--- config.mk ---
export PLATFORM = sky130hd
export DESIGN_NAME = add_sub_result_decoder
export DESIGN_NICKNAME = d
export VERILOG_FILES = /design/src/rtl/add_sub_result_decoder.sv
export SDC_FILE = /design/constraint.sdc
export NUM_CORES = 1
export LEC_CHECK = 0
export CORE_UTILIZATION = 30
export CTS_CLUSTER_SIZE = 30
export DETAILED_ROUTE_END_ITERATION = 8
export GPL_TIMING_DRIVEN = 0
export SLEW_MARGIN = 20
export SYNTH_ARGS = -nofsm -noshare
export SYNTH_HDL_FRONTEND = slang
export SYNTH_SLANG_ARGS = --single-unit
--- constraint.sdc ---
create_clock -name clk -period 5.7 [get_ports clk]
set_input_delay 1.14 -clock clk [delete_from_list [all_inputs] [get_ports clk]]
set_output_delay 1.14 -clock clk [all_outputs]
set_load 0.05 [all_outputs]
--- src/rtl/add_sub_result_decoder.sv ---
// Decodes {M, co, s} adder/subtractor results into signed values, keeps a saturating
// running sum and result count, and forwards each decoded item on a valid/ready stream.
module add_sub_result_decoder #(
  parameter int DATA_W = 16,
  parameter int ACC_W  = 24,
  parameter int CNT_W  = 16
) (
  input  logic              clk,
  input  logic              rst_n,
  input  logic              in_valid,
  output logic              in_ready,
  input  logic              in_m,
  input  logic              in_co,
  input  logic [DATA_W-1:0] in_s,
  input  logic              acc_clr,
  output logic              out_valid,
  input  logic              out_ready,
  output logic [DATA_W+1:0] out_value,
  output logic [ACC_W-1:0]  out_acc,
  output logic              acc_sat,
  output logic [CNT_W-1:0]  cnt,
  output logic              err_malformed
);

  localparam int W = DATA_W + 2;

  localparam logic [ACC_W-1:0] ACC_MAX = {1'b0, {(ACC_W-1){1'b1}}};
  localparam logic [ACC_W-1:0] ACC_MIN = {1'b1, {(ACC_W-1){1'b0}}};

  logic [ACC_W-1:0] acc;
  logic             xfer;
  logic [W-1:0]     dec_value;
  logic             malformed;
  logic [ACC_W-1:0] acc_base;
  logic [ACC_W:0]   sum;
  logic             clamp;
  logic [ACC_W-1:0] acc_upd;
  logic             sat_upd;
  logic [CNT_W-1:0] cnt_base;
  logic [CNT_W-1:0] cnt_upd;

  assign in_ready = !out_valid || out_ready;
  assign xfer     = in_valid && in_ready;

  // Subtract results are sign-magnitude; co=0 with s=0 is a negative zero.
  always_comb begin
    dec_value = '0;
    malformed = 1'b0;
    if (!in_m) begin
      dec_value = {1'b0, in_co, in_s};
    end else if (in_co) begin
      dec_value = {2'b00, in_s};
    end else begin
      dec_value = (~{2'b00, in_s}) + {{(W-1){1'b0}}, 1'b1};
      malformed = (in_s == '0);
    end
  end

  // One extra bit of headroom is enough: |value| is always below 2^(ACC_W-1).
  always_comb begin
    acc_base = acc_clr ? '0 : acc;
    sum      = {acc_base[ACC_W-1], acc_base}
             + {{(ACC_W+1-W){dec_value[W-1]}}, dec_value};
    clamp    = (sum[ACC_W] != sum[ACC_W-1]);
    acc_upd  = acc_base;
    if (xfer) begin
      if (!clamp) begin
        acc_upd = sum[ACC_W-1:0];
      end else if (sum[ACC_W]) begin
        acc_upd = ACC_MIN;
      end else begin
        acc_upd = ACC_MAX;
      end
    end
    sat_upd  = (acc_clr ? 1'b0 : acc_sat) | (xfer & clamp);
    cnt_base = acc_clr ? '0 : cnt;
    cnt_upd  = cnt_base;
    if (xfer && !(&cnt_base)) begin
      cnt_upd = cnt_base + {{(CNT_W-1){1'b0}}, 1'b1};
    end
  end

  always_ff @(posedge clk) begin
    if (!rst_n) begin
      out_valid     <= 1'b0;
      out_value     <= '0;
      out_acc       <= '0;
      acc_sat       <= 1'b0;
      cnt           <= '0;
      err_malformed <= 1'b0;
      acc           <= '0;
    end else begin
      if (xfer) begin
        out_valid <= 1'b1;
        out_value <= dec_value;
        out_acc   <= acc_upd;
      end else if (out_ready) begin
        out_valid <= 1'b0;
      end
      acc           <= acc_upd;
      acc_sat       <= sat_upd;
      cnt           <= cnt_upd;
      err_malformed <= err_malformed | (xfer & malformed);
    end
  end

endmodule

# After elaboration in Yosys (flattened, before gate mapping)
# Cells that the tools add are included.
# op_classes
add_sub_neg,3
muxes,13
n_eq_ne,1
n_bitwise,5
reduce_logical,8
# op_table
cell,n
2-to-1 mux 24 bit,4
2-to-1 mux 18 bit,2
2-to-1 mux 16 bit,2
adder 24 x 18 -> 25 bit,1
adder 18 x 1 -> 18 bit (second input constant),1
inverter 16 -> 18 bit,1
adder 16 x 1 -> 16 bit (second input constant),1
logical NOT 16 bit,1
AND reduction 16 bit,1
2-to-1 mux 1 bit,5
bitwise AND 1 bit,2
logical AND 1 bit,2
logical NOT 1 bit,2
bitwise OR 1 bit,2
nonzero test 2 bit,1
logical OR 1 bit,1
!= test 1 bit,1
# totals
register_bits,85
word_cells,37

# Longest topological paths before layout
# Gate-level depths: netlist of the first run.
# depth
word_depth,8
depth_mapped,21
ltp_nobuf,18

# Worst setup path after synthesis of the first run
# Ideal clock, no wire load.
# synth_path
path_kind,input-to-reg
start,input port in_s[0]
end,register acc[16]
slack_ns,1.151
arrival_time_ns,4.427
path_buffers,2
required_time_ns,5.578
path_stages,14
cell_sequence,nor3_1 -> nand2_1 -> nor3_1 -> a31oi_1 -> ha_1 -> a21oi_1 -> nor3b_1 -> o21ai_0 -> a221o_1 -> o211ai_1 -> a2bb2o_1 -> buf_4 -> buf_4 -> a221o_1
# synth_via
elab_chain_cells,8
word_cells_on_any_way,9
# synth_lines
item,line,text
"start, declared",14,"input logic [DATA_W-1:0] in_s,"
inverter 16 -> 18 bit (*),54,"dec_value = (~{2'b00, in_s}) + {{(W-1){1'b0}}, 1'b1};"
adder 18 x 1 -> 18 bit (*),54,
2-to-1 mux 18 bit (*),51,end else if (in_co) begin
2-to-1 mux 18 bit (*),49,if (!in_m) begin
net dec_value[17],32,logic [W-1:0] dec_value;
adder 24 x 18 -> 25 bit (*),63,"+ {{(ACC_W+1-W){dec_value[W-1]}}, dec_value};"
2-to-1 mux 24 bit or != test 1 bit (tied branches),"69, 64",
2-to-1 mux 24 bit (*),67,if (!clamp) begin
2-to-1 mux 24 bit (*),66,if (xfer) begin
"end signal, assigned",100,acc <= acc_upd;
"end, declared",30,logic [ACC_W-1:0] acc;
# The timed path passes the listed nets; every way through them passes the cells marked *.
# A chain may end at the register's enable or synchronous reset.

# Worst setup path in the final report of the first run
# layout_path
start,input port in_s[0]
end,register acc[9]
# Same word-level chain as after synthesis.

==> run summary, run 1 <==
Synthesis-to-layout area growth: 28.4%
Die Span X: 130 um
Final wirelength: 14.3 mm
Grt ovf: 0
Hold slack: 0.453 ns
IO Count: 85
Hold EP: out_acc[14]$_SDFFE_PN0P_
Routed length per instance: 15.9 um
Reg2reg setup slack: 2.22 ns
Post-synth EDFFs: 0
R2r worst-path depth: 12
HP Class: reg2reg
Vias per cell: 5.14
Post-route DRC: 0
Pin count of the biggest net entering global routing: 15
Crit. End Element: register
# Max-Cap Violations: 0
Die area: 17000 sq um
Synth warnings: 0
Pwr dens: 271 nW/um^2
Die H: 130 um
Hold depth: 1
Clock transition at path regs: 0.06 ns
FF-to-FF End: acc[9]$_SDFF_PN0_
Fin crit period: 5.38 ns
Crit Reg-Reg Startpoint: acc[0]$_SDFF_PN0_
Slew @ Worst Pin: 0.822 ns
Final Hold Viols: 0
Outcome: finished, final reports clean
Core Area: 16000 sq um
Synth Net Count: 634
Final worst-path cycle share: 94.3%
Max rail drop VDD: 141 uV
RePlAce Congestion: 0.861
Vias in the first global route: 4437
Max FO, Critical Path: 10
Final setup vio count: 0
Top cell type's share of synthesized area: 34.4%
Worst EP required: 5.94 ns
Rel. slew slack: 44.7%
H-tree depth: 3
CTS tree: built
Synth cell types: 53
CP arrival: 5.62 ns
Clk_lat worst skew: 0.35 ns
WS Path Type: in2reg
First-pass GRT wire length: 22.8 mm
Post-DRT Antenna Nets: 0
CTS buffer count: 9
Post-synth top flop: dfxtp_1
Max Fclk: 0.186 GHz
Ys async rst share: 0%
CP startpoint kind: primary input
Most frequent cells after synthesis: dfxtp_1, nor2_1, nand2_1
Initial core utilization: 31.0%
# fillers: 1662
Mapped Cells: 584
Nets: 727
Final Max Tran Viols: 0
Leak Pwr: 2.55 nW
Ant diodes: 0
CTS sink cnt: 85
Synthesized cell area: 4950 sq um
Synth area leaders: dfxtp_1, ha_1, a221o_1, nor2b_1, nor2_1
TritonRoute pass-1 iters: 5
HPWL Detailed: 11.1 mm
IO buf count: 83
Largest area contributor in the netlist: dfxtp_1
Post-synthesis sequential area ratio: 34.4%
Initial antenna violation count: 0
Row count: 46
CTS root buffer: clkbuf_16
Syn Area/Cell: 8.48 sq um
Total track usage: 17.4%
Via count: 4616
Fin util: 39.7%
Yosys reg bits: 85
Worst-case clock buffer depth: 2
Most common cell in the netlist: dfxtp_1
Clock Skew: 0.00555 ns
Setup TNS: 0 ns
# Post-CTS Setup Buffers: 0
Final Worst Setup Slack: 0.323 ns
Initial DRC count: 242
Post-Place Worst Slack: -0.335 ns
Hold_sp: out_acc[14]$_SDFFE_PN0P_
Layout cells sized above 1: 5.13%
[stage by stage]
| stage | cell area [sq um] | std cells | total power [mW] |
|---|---|---|---|
| after global placement | 6050 | 883 | 1.14 |
| after global routing | 6360 | 898 | 1.80 |
| after detailed placement | 6050 | 883 | 1.15 |
| after floorplan | 4950 | 584 | 0.999 |
| after CTS | 6350 | 899 | 1.74 |
| final | 6360 | 898 | 1.72 |
[how the worst max path moves through the flow]
stage	startpoint	end	slack, ns	cells after the start
6_report	in_s[0]	acc[9]$_SDFF_PN0_	0.32	15
3_5_place_dp	in_s[0]	acc[8]$_SDFF_PN0_	-0.33	16
2_1_floorplan	in_s[0]	acc[16]$_SDFF_PN0_	1.15	14
3_3_place_gp	in_s[0]	acc[16]$_SDFF_PN0_	-0.22	16
4_1_cts	in_s[0]	acc[8]$_SDFF_PN0_	0.04	16
5_1_grt	in_s[0]	out_acc[9]$_SDFFE_PN0P_	-0.0003	15
[power breakdown]
part | internal, mW | total (mW) | switching, mW | leakage, nW
clock network | 0.339 | 0.585 | 0.247 | 0.138
logic | 0.176 | 0.478 | 0.302 | 1.71
registers | 0.641 | 0.661 | 0.0205 | 0.697
total | 1.16 | 1.72 | 0.569 | 2.55
[metal layers]
metal / track usage (%) / share of wire (%) / vias up / routed length [um]
li1: - / - / 2294 / -
met1: 22.1 / 47 / 2210 / 6660
met2: 29.2 / 47 / 96 / 6740
met3: 3.46 / 4.2 / 16 / 606
met4: 6.29 / 2.1 / 0 / 302
met5: 0 / 0 / - / 0
[timing repair]
action                                  in CTS  in global routing
endpoints found under the setup margin       0                 46
hold buffers                                 0                  0
gates resized for setup                      0                  2
[critical path: stages]
cell and delay [ns]:
clkdlybuf4s50_1 0.48, nor3_1 0.37, nand2_1 0.12, nor3_2 0.33, a31oi_2 0.37, ha_1 0.47
a21oi_1 0.21, nor3b_1 0.29, o21ai_0 0.15, a221o_1 0.40, o211ai_1 0.25, buf_2 0.26
a2bb2oi_2 0.37, o21ai_0 0.20, a21o_1 0.18
[flip-flops by register name, indices dropped and copies added (netlist names)]
name           cells
out_value         18
out_acc           24
cnt               16
err_malformed      1
acc_sat            1
out_valid          1
acc               24
[cells by family after synthesis]
group,Yosys count,synth area share [%]
and+or+nand+nor,229,23.5
AOI/OAI and AO/OA,157,23.3
DFF,85,34.4
xor gates and xnor gates,45,7.96
buffers and inverters,40,3.71
adders and majority gates,27,6.97
muxes,1,0.202
[final cells by class]
class | count | area (sq um) | area share (%)
Clock buffer | 10 | 229 | 3.60
Multi-Input combinational cell | 459 | 3080 | 48.5
Timing Repair Buffer | 83 | 831 | 13.1
Sequential cell | 85 | 1700 | 26.8
Inverter | 9 | 33.8 | 0.531
Clock inverter | 6 | 63.8 | 1.00
Buffer | 30 | 146 | 2.30
Tap cell | 216 | 270 | 4.25
[layout by cell type, fill, tap and decap left out, drive strengths merged, types with 9 or more instances in the layout]
| cell type | Yosys | layout |
|---|---|---|
| buf | 10 | 10 |
| clkbuf | 21 | 30 |
| nor3b | 17 | 17 |
| ha | 26 | 26 |
| nand2b | 11 | 11 |
| a221o | 29 | 29 |
| nor2b | 36 | 36 |
| xnor2 | 22 | 22 |
| a21o | 12 | 12 |
| nor2 | 59 | 59 |
| xor2 | 23 | 23 |
| inv | 9 | 9 |
| dfxtp | 85 | 85 |
| nor3 | 12 | 12 |
| a21oi | 39 | 39 |
| clkdlybuf4s50 | 0 | 83 |
| and2 | 10 | 10 |
| o21ai | 25 | 25 |
| nand3 | 13 | 13 |
| nand4 | 10 | 10 |
| nand2 | 48 | 48 |
Note: power is estimated with default switching activity, not from simulation.
==> inputs of run 2 (changes only) <==
Settings changed: RECOVER_POWER set to 100.
==> run 2 against run 1 <==
Power fell by 0.78%. Sequential share of layout area is the same. Largest cell class unchanged. Clock power is essentially flat. Critical path depth unchanged. Global-route usage unchanged. Sequential cell count unchanged. Highest routed layer unchanged. Largest power group unchanged. Critical path type unchanged. First-iteration DRC count shrank 2.1%.
==> run summary, run 2 (synthesis gave the netlist of run 1 again) <==
Outcome: finished, final reports clean
Final worst-path cycle share: 94.5%
# Max-Cap Violations: 0
Post-Place Worst Slack: -0.335 ns
Die Span X: 130 um
HP Class: reg2reg
Vias per cell: 5.13
Reg2reg setup slack: 2.21 ns
Final Hold Viols: 0
CTS tree: built
Initial antenna violation count: 0
Final Max Tran Viols: 0
WS Path Type: in2reg
Clock power frac: 34.2%
FF-to-FF End: out_acc[9]$_SDFFE_PN0P_
Ant diodes: 0
H-tree depth: 3
# fillers: 1662
Reg power frac: 38.6%
Hold slack: 0.448 ns
CP arrival: 5.63 ns
Combinational power share: 27.3%
DP Area: 6050 sq um
Cell-internal power: 1.15 mW
Max rail drop VDD: 141 uV
CP startpoint kind: primary input
Die H: 130 um
R2r worst-path depth: 12
Clock transition at path regs: 0.06 ns
Initial core utilization: 31.0%
Crit. End Element: register
Via count: 4603
Final instance area: 6360 sq um
Initial DRC count: 237
Rel. slew slack: 45.0%
Core Area: 16000 sq um
Most common cell after layout, fill and taps aside: dfxtp_1
Clk_lat worst skew: 0.35 ns
TritonRoute pass-1 iters: 5
Max FO, Critical Path: 10
Critical Path Source: in_s[0]
Final Worst Setup Slack: 0.311 ns
Critical path destination: out_acc[9]$_SDFFE_PN0P_
Post-route DRC: 0
Post-DRT Antenna Nets: 0
First-pass GRT wire length: 22.8 mm
Final setup vio count: 0
Routed length per instance: 15.9 um
Total track usage: 17.4%
RePlAce Congestion: 0.861
Total power: 1.71 mW
Synthesis-to-layout area growth: 28.4%
CTS buffer count: 9
Vias in the first global route: 4437
Row count: 46
Switching Fraction: 33.1%
# Post-CTS Setup Buffers: 0
Fin util: 39.7%
HPWL Detailed: 11.1 mm
Slew @ Worst Pin: 0.818 ns
Final wirelength: 14.3 mm
Pin count of the biggest net entering global routing: 15
Crit Reg-Reg Startpoint: acc[0]$_SDFF_PN0_
Most frequent cells in the layout: dfxtp_1, dlygate4sd3_1, nor2_1
Max Fclk: 0.186 GHz
IO buf count: 83
Leak Pwr: 2.72 nW
Clock Skew: 0.00582 ns
IO Count: 85
Nets: 727
Hold depth: 1
Fin crit period: 5.39 ns
Pwr dens: 269 nW/um^2
Grt ovf: 0
Switching power total: 0.566 mW
CTS root buffer: clkbuf_16
Biggest regs: acc x24, out_acc x24, out_value x18
Layout cells sized above 1: 5.13%
Worst EP required: 5.95 ns
Die area: 17000 sq um
CTS sink cnt: 85
Worst-case clock buffer depth: 2
-- run 2: worst max-delay path, stage by stage --
cell and delay (ns):
clkdlybuf4s50_1 0.48, nor3_1 0.37, nand2_1 0.12, nor3_2 0.33, a31oi_2 0.37, ha_1 0.47, a21oi_1 0.21, nor3b_1 0.29
o21ai_0 0.15, a221o_1 0.40, o211ai_1 0.25, buf_2 0.26, a2bb2oi_2 0.38, o21ai_0 0.20, a21o_1 0.19
-- run 2: timing repair --
| action | CTS | global route |
|---|---|---|
| gates resized for setup | 0 | 2 |
| hold endpoints to repair | 0 | 0 |
| setup endpoints to repair | 0 | 46 |
| hold buffers | 0 | 0 |
-- run 2: cell type report --
type	count	area (sq um)	area share (%)
clock inverters	6	63.8	1.00
flip-flops and latches	85	1700	26.8
plain buffers	30	146	2.30
clock buffers	10	229	3.60
inverters	9	33.8	0.531
well taps	216	270	4.25
repair buffers	83	831	13.1
multi-input cells	459	3080	48.5
-- run 2: power by group through the flow --
stage | registers [mW] | logic [mW] | clock network [mW]
floorplan | 0.777 | 0.222 | 0
finish | 0.660 | 0.467 | 0.585
global route | 0.666 | 0.503 | 0.623
detailed placement | 0.675 | 0.475 | 0
global placement | 0.674 | 0.470 | 0
CTS | 0.662 | 0.477 | 0.599
-- run 2: worst min-delay path by stage --
stage                              startpoint                         to  slack (ns)
floorplan                  acc[23]$_SDFF_PN0_         acc[23]$_SDFF_PN0_        0.56
global placement     out_acc[14]$_SDFFE_PN0P_   out_acc[14]$_SDFFE_PN0P_        0.45
detailed placement   out_acc[14]$_SDFFE_PN0P_   out_acc[14]$_SDFFE_PN0P_        0.45
CTS                  out_acc[14]$_SDFFE_PN0P_   out_acc[14]$_SDFFE_PN0P_        0.46
global route        out_value[0]$_SDFFE_PN0P_  out_value[0]$_SDFFE_PN0P_        0.49
finish               out_acc[14]$_SDFFE_PN0P_   out_acc[14]$_SDFFE_PN0P_        0.45
-- run 2: per-stage QoR --
stage	std cells	setup TNS (ns)
3_5_place_dp	883	-11.40
2_1_floorplan	584	0
3_3_place_gp	883	-6.72
6_report	898	0
4_1_cts	899	0
5_1_grt	898	-0.000286
-- run 2: layer usage --
| metal | vias up | GRT usage (%) | part of all wire [%] |
|---|---|---|---|
| met4 | 0 | 6.29 | 2.1 |
| met3 | 16 | 3.46 | 4.4 |
| met1 | 2186 | 22.1 | 46 |
| met2 | 99 | 29.2 | 47 |
| met5 | - | 0 | 0 |
| li1 | 2302 | - | - |
